File: src/rtl/stream_sel_arbiter_if.sv
// Handshake bundle between two packet streams, the downstream sink and the
// stream select arbiter.
interface stream_sel_arbiter_if;
  logic req_0;
  logic last_0;
  logic req_1;
  logic last_1;
  logic out_ready;
  logic sel;
  logic grant_0;
  logic grant_1;
  logic out_valid;
  logic out_last;
  logic in_ready_0;
  logic in_ready_1;
  logic forced;

  modport slave (
    input  req_0, last_0, req_1, last_1, out_ready,
    output sel, grant_0, grant_1, out_valid, out_last,
    output in_ready_0, in_ready_1, forced
  );

  modport master (
    output req_0, last_0, req_1, last_1, out_ready,
    input  sel, grant_0, grant_1, out_valid, out_last,
    input  in_ready_0, in_ready_1, forced
  );
endinterface

File: src/rtl/stream_sel_arbiter.sv
// Round-robin packet arbiter for two valid/ready streams; holds the grant for
// a whole packet and drives the select of the downstream 2:1 data mux.
module stream_sel_arbiter #(
  parameter int MAX_BEATS = 0,
  parameter int CNT_W     = 8
) (
  input  logic                 clk,
  input  logic                 rst_n,
  stream_sel_arbiter_if.slave  bus
);

  typedef enum logic {IDLE, LOCKED} state_t;

  localparam logic             LIMIT_EN = (MAX_BEATS > 0);
  localparam logic [CNT_W-1:0] LIMIT    = CNT_W'((MAX_BEATS > 0) ? MAX_BEATS - 1 : 0);

  state_t           state, state_nxt;
  logic             sel_q, sel_nxt;
  logic             grant_0_q, grant_0_nxt;
  logic             grant_1_q, grant_1_nxt;
  logic             forced_q, forced_nxt;
  logic             prio, prio_nxt;
  logic [CNT_W-1:0] cnt, cnt_nxt;

  logic req_s, last_s, at_limit, xfer, pick;
  logic out_valid, out_last, in_ready_0, in_ready_1;

  always_ff @(posedge clk or negedge rst_n) begin
    if (!rst_n) begin
      state     <= IDLE;
      sel_q     <= 1'b0;
      grant_0_q <= 1'b0;
      grant_1_q <= 1'b0;
      forced_q  <= 1'b0;
      prio      <= 1'b0;
      cnt       <= '0;
    end else begin
      state     <= state_nxt;
      sel_q     <= sel_nxt;
      grant_0_q <= grant_0_nxt;
      grant_1_q <= grant_1_nxt;
      forced_q  <= forced_nxt;
      prio      <= prio_nxt;
      cnt       <= cnt_nxt;
    end
  end

  always_comb begin
    state_nxt   = state;
    sel_nxt     = sel_q;
    grant_0_nxt = grant_0_q;
    grant_1_nxt = grant_1_q;
    forced_nxt  = 1'b0;
    prio_nxt    = prio;
    cnt_nxt     = cnt;
    out_valid   = 1'b0;
    out_last    = 1'b0;
    in_ready_0  = 1'b0;
    in_ready_1  = 1'b0;
    xfer        = 1'b0;
    pick        = 1'b0;
    req_s       = sel_q ? bus.req_1  : bus.req_0;
    last_s      = sel_q ? bus.last_1 : bus.last_0;
    at_limit    = LIMIT_EN && (cnt == LIMIT);

    case (state)
      IDLE: begin
        // sel only moves here, so the mux output stays put between packets
        if (bus.req_0 || bus.req_1) begin
          pick        = (bus.req_0 && bus.req_1) ? prio : bus.req_1;
          state_nxt   = LOCKED;
          sel_nxt     = pick;
          grant_0_nxt = ~pick;
          grant_1_nxt = pick;
          cnt_nxt     = '0;
        end
      end
      LOCKED: begin
        out_valid  = req_s;
        out_last   = last_s | at_limit;
        in_ready_0 = ~sel_q & bus.out_ready;
        in_ready_1 = sel_q & bus.out_ready;
        xfer       = req_s & bus.out_ready;
        if (xfer) begin
          cnt_nxt = cnt + 1'b1;
          if (last_s || at_limit) begin
            state_nxt   = IDLE;
            grant_0_nxt = 1'b0;
            grant_1_nxt = 1'b0;
            cnt_nxt     = '0;
            prio_nxt    = ~sel_q;
            forced_nxt  = at_limit & ~last_s;
          end
        end
      end
      default: state_nxt = IDLE;
    endcase
  end

  assign bus.sel        = sel_q;
  assign bus.grant_0    = grant_0_q;
  assign bus.grant_1    = grant_1_q;
  assign bus.forced     = forced_q;
  assign bus.out_valid  = out_valid;
  assign bus.out_last   = out_last;
  assign bus.in_ready_0 = in_ready_0;
  assign bus.in_ready_1 = in_ready_1;

endmodule

File: src/flat_wrapper.sv
// flat-port wrapper written by rule: the top's interface ports become plain ports
module stream_sel_arbiter_flat 
#(
  parameter int MAX_BEATS = 0,
  parameter int CNT_W     = 8
)
  (clk, rst_n, bus_req_0, bus_last_0, bus_req_1, bus_last_1, bus_out_ready, bus_sel, bus_grant_0, bus_grant_1, bus_out_valid, bus_out_last, bus_in_ready_0, bus_in_ready_1, bus_forced);
  stream_sel_arbiter_if bus_i ();
  input  logic clk;
  input  logic rst_n;
  input wire logic [$bits(bus_i.req_0)-1:0] bus_req_0;
  input wire logic [$bits(bus_i.last_0)-1:0] bus_last_0;
  input wire logic [$bits(bus_i.req_1)-1:0] bus_req_1;
  input wire logic [$bits(bus_i.last_1)-1:0] bus_last_1;
  input wire logic [$bits(bus_i.out_ready)-1:0] bus_out_ready;
  output wire logic [$bits(bus_i.sel)-1:0] bus_sel;
  output wire logic [$bits(bus_i.grant_0)-1:0] bus_grant_0;
  output wire logic [$bits(bus_i.grant_1)-1:0] bus_grant_1;
  output wire logic [$bits(bus_i.out_valid)-1:0] bus_out_valid;
  output wire logic [$bits(bus_i.out_last)-1:0] bus_out_last;
  output wire logic [$bits(bus_i.in_ready_0)-1:0] bus_in_ready_0;
  output wire logic [$bits(bus_i.in_ready_1)-1:0] bus_in_ready_1;
  output wire logic [$bits(bus_i.forced)-1:0] bus_forced;
  assign bus_i.req_0 = bus_req_0;
  assign bus_i.last_0 = bus_last_0;
  assign bus_i.req_1 = bus_req_1;
  assign bus_i.last_1 = bus_last_1;
  assign bus_i.out_ready = bus_out_ready;
  assign bus_sel = bus_i.sel;
  assign bus_grant_0 = bus_i.grant_0;
  assign bus_grant_1 = bus_i.grant_1;
  assign bus_out_valid = bus_i.out_valid;
  assign bus_out_last = bus_i.out_last;
  assign bus_in_ready_0 = bus_i.in_ready_0;
  assign bus_in_ready_1 = bus_i.in_ready_1;
  assign bus_forced = bus_i.forced;
  stream_sel_arbiter #(.MAX_BEATS(MAX_BEATS), .CNT_W(CNT_W)) u_core (.clk(clk), .rst_n(rst_n), .bus(bus_i));
endmodule
File: config.mk
export PLATFORM = sky130hd
export DESIGN_NAME = stream_sel_arbiter_flat
export DESIGN_NICKNAME = d
export VERILOG_FILES = /design/src/rtl/stream_sel_arbiter_if.sv /design/src/rtl/stream_sel_arbiter.sv /design/src/flat_wrapper.sv
export SDC_FILE = /design/constraint.sdc
export NUM_CORES = 1
export LEC_CHECK = 0
export BUFFER_PORTS_ARGS = -buffer_cell sky130_fd_sc_hd__buf_2
export CAP_MARGIN = 20
export CELL_PAD_IN_SITES_DETAIL_PLACEMENT = 0
export CELL_PAD_IN_SITES_GLOBAL_PLACEMENT = 1
export CORE_AREA = 2 2 39 41
export CTS_CLUSTER_DIAMETER = 150
export DETAILED_ROUTE_END_ITERATION = 10
export DIE_AREA = 0 0 41 43
export GPL_ROUTABILITY_DRIVEN = 0
export HOLD_SLACK_MARGIN = 0.15
export PLACE_DENSITY_LB_ADDON = 0.1
export RECOVER_POWER = 50
export SLEW_MARGIN = 40
export SYNTH_ARGS = -nofsm -noshare
export SYNTH_HDL_FRONTEND = slang
export SYNTH_SLANG_ARGS = --single-unit
File: constraint.sdc
create_clock -name clk -period 2.7 [get_ports clk]
set_clock_uncertainty 0.05 [all_clocks]
set_input_delay 0.27 -clock clk [delete_from_list [all_inputs] [get_ports clk]]
set_output_delay 0.27 -clock clk [all_outputs]
set_load 0.03 [all_outputs]
==> impl_summary.md <==
Clock network
CTS saw 5 sinks. The quantity of hold-fixing buffers added after cts is 1. The post-cts repair resize count is 0. CTS built an H-tree with a depth of 1.

Post-CTS timing repair inserted 0 buffers for setup. The tree is rooted in a sky130_fd_sc_hd__clkbuf_4. Clock latency on the worst-skew pair, taken at its later pin, is 240 ps.

In this run, CTS created clock tree buffers numbering 3. TritonCTS built the clock tree. The clock passes through at most 2 buffers.

The clock-pin slew on the worst setup and hold paths is 40 ps.

Drt
The number of nets still failing antenna checks after routing is 0. The number of DRC violations after detailed-routing iteration 0 is 5. The routed length per placed instance is 11.1 um.

The total vias in the final route is 253. The via density per instance is 4.29. The detailed-route wire length is 657 um. The count of unresolved DRC violations after routing is 0. The pre-antenna-repair detailed-routing pass consisted of 4 iterations.

Global route
The number of antenna violations at the first check in global routing is 0. The pin count of the biggest net entering global routing is 8. For this run, the total global-route usage over all layers was measured as 0.0867. The total grt overflow is 0. The wire length of the first global-routing pass is 979 um. The via count of the first global-routing pass is 247.

Status
The flow ran to the end, and the final reports show no timing, DRC or antenna violations.

Worst setup path
The slowest stage cell on the critical path is sky130_fd_sc_hd__dfrtp_1. The largest fanout on the critical path is 7. Data arrives at the worst endpoint at 1390 ps. The peak per-stage delay on the critical path is 480 ps. The worst setup path is launched from a flip-flop.

The type of the worst setup path is flip-flop to primary output. STA puts the critical path data required time at 2380 ps. The critical path goes through mux2_4, and2_1, buf_2. The kind of end point of the critical path is a primary output.

Flow run
Max-cap violations in this run came to 0.

Power and ir drop
IR analysis of the VDD net gives a maximum drop of 0.528 mV. In this run the static leakage power is 0.224 nW. The total power density per cell area is 1090 nW/um2. The portion of total power attributed to sequential cells is 0.313. The total power is 0.000437 W. The internal power of the cells totals 0.000240 W. In this run the power spent charging and discharging nets is 0.000197 W. The share of total power consumed by net switching is 0.451. Of the total power, combinational logic draws 0.489.

The clock power share is 0.199.

Yosys
The number of enable flip-flop cells after synthesis is 0. After synthesis, the share of flip-flops with an asynchronous set or reset is 1.00. The part of the Yosys area used for sequential elements is 0.431. After synthesis, the mean cell area works out to 11.2 um2. After synthesis the cells add up to 290 um2. The most used flip-flop cell after synthesis is sky130_fd_sc_hd__dfrtp_1. The post-synthesis register bit count is 5. In the synthesized netlist, the number of instances is 26. After synthesis, the netlist uses 17 different library cells. The net count after synthesis is 33. The number of warnings reported in the yosys synthesis log is 0.

STA
Setup repair after global routing left no endpoint under its margin. The post-layout minimum cycle time is 1710 ps. For this run, the top clock speed supported by timing is 0.583 GHz. Setup violations remaining at the end of the flow were counted as 0. The count of final hold-check violations was 0. The final setup TNS is 0 ps.

The final cycle utilization of the critical path is 0.635. The count of final max-slew check failures came to 0.

Final layout
The layout cell share with drive strength beyond 1 is 0.419. The number of nets in the layout is 51. The filler cell count is 154. The antenna cell count is 0. The final cell count without fillers is 59. The synthesis-to-layout area growth is 37.9%.

Placed design
Input and output buffers added on the ports amount to 13. The number of cells after detailed placement is 54. The half-perimeter wire length of the detailed placement result is 526 um.

Floorplanning
The floorplan step defined a die boundary enclosing 1760 um2. The placeable core area is 1380 um2. The initial standard-cell utilization of the core is 0.210.

The y dimension of the die is 43 um. The die is 41 um wide. The number of placed I/O pins is 15.

The floorplan has 14 rows.

Min path
The path category of the worst min-delay check is input port to flip-flop.
==> flip-flops by register name, summed over array words and instances (netlist names) <==
name and count:
u_core.bus.grant_0 1, u_core.bus.grant_1 1, u_core.bus.sel 1, u_core.prio 1, u_core.state 1
==> logic make-up after synthesis <==
kind of cell    synth area share
simple gates               0.168
flops                      0.431
mux                        0.121
buf+inv                   0.0647
compound gates             0.203
other cells               0.0129
==> metal layers <==
| layer | global-route usage | up-vias | wire, um |
|---|---|---|---|
| met3 | 0.0628 | 0 | 66 |
| met1 | 0.101 | 120 | 271 |
| li1 | - | 123 | - |
| met4 | 0.0400 | 0 | 0 |
| met5 | 0 | - | 0 |
| met2 | 0.116 | 10 | 318 |
==> power groups by stage <==
stage / Combinational [W] / Clock (W) / Sequential, W
after floorplan: 0.000123 / 0 / 0.000172
after detailed placement: 0.000219 / 0 / 0.000137
final: 0.000214 / 0.0000868 / 0.000137
after global placement: 0.000219 / 0 / 0.000135
after CTS: 0.000221 / 0.0000896 / 0.000136
after global routing: 0.000232 / 0.0000940 / 0.000142
==> synth_stat cells, types with 2 or more instances <==
cell	instances	area, um2
sky130_fd_sc_hd__a31o_1	2	17.5
sky130_fd_sc_hd__dfrtp_1	5	125
sky130_fd_sc_hd__inv_1	3	11.3
sky130_fd_sc_hd__mux2i_1	2	20.0
sky130_fd_sc_hd__nor2_1	2	7.51
==> cells in the final DEF, fill, tap and decap left out <==
| master | instances |
|---|---|
| sky130_fd_sc_hd__dfrtp_1 | 5 |
| sky130_fd_sc_hd__o211a_1 | 1 |
| sky130_fd_sc_hd__nand2_1 | 1 |
| sky130_fd_sc_hd__conb_1 | 1 |
| sky130_fd_sc_hd__dlygate4sd3_1 | 1 |
| sky130_fd_sc_hd__o21ai_0 | 1 |
| sky130_fd_sc_hd__nor2_1 | 2 |
| sky130_fd_sc_hd__clkbuf_4 | 3 |
| sky130_fd_sc_hd__mux2i_1 | 2 |
| sky130_fd_sc_hd__and2_1 | 1 |
| sky130_fd_sc_hd__a21o_2 | 1 |
| sky130_fd_sc_hd__a211oi_1 | 1 |
| sky130_fd_sc_hd__inv_1 | 3 |
| sky130_fd_sc_hd__mux2_4 | 1 |
| sky130_fd_sc_hd__and3_2 | 1 |
| sky130_fd_sc_hd__nand4b_4 | 1 |
| sky130_fd_sc_hd__buf_2 | 10 |
| sky130_fd_sc_hd__o31a_2 | 1 |
| sky130_fd_sc_hd__clkbuf_1 | 4 |
| sky130_fd_sc_hd__a31o_1 | 2 |
==> final timing paths <==
kind / from / to / slack [ps] / cells after the start
worst max-delay path: u_core.bus.sel / bus_out_valid / 990 / 3
worst min-delay path: bus_req_0 / u_core.state / 250 / 2
worst max register to register: u_core.bus.sel / u_core.prio / 1420 / 3
worst min register to register: u_core.bus.grant_0 / u_core.bus.grant_0 / 450 / 1
max in group asynchronous: rst_n / u_core.bus.grant_0 / 2020 / 2
min in group asynchronous: rst_n / u_core.bus.sel / 360 / 2
==> final cells by class <==
class                   instances  area, um2  share of cell area
well taps                      16       20.0              0.0500
repair buffers                 14       71.3               0.178
inverters                       3       11.3              0.0281
clock buffers                   4       26.3              0.0656
flip-flops and latches          5        125               0.313
multi-input cells              17        146               0.366
==> stage by stage <==
stage / setup slack (ps) / instance area (um2) / util / hold slack [ps]
floorplan: 1180 / 290 / - / -75.6
global placement: 1280 / 368 / 0.266 / 40.8
detailed placement: 1240 / 368 / 0.266 / 40.2
CTS: 981 / 404 / 0.292 / 251
global route: 932 / 400 / 0.289 / 262
finish: 985 / 400 / 0.289 / 254
==> critical path: cells and delay by family, from the launching register on <==
family                 cells  cell delay [ps]
buffers and inverters      1              170
muxes                      1              350
DFF                        1              480
and+or+nand+nor            1              150
(Power assumes the default switching activity.)
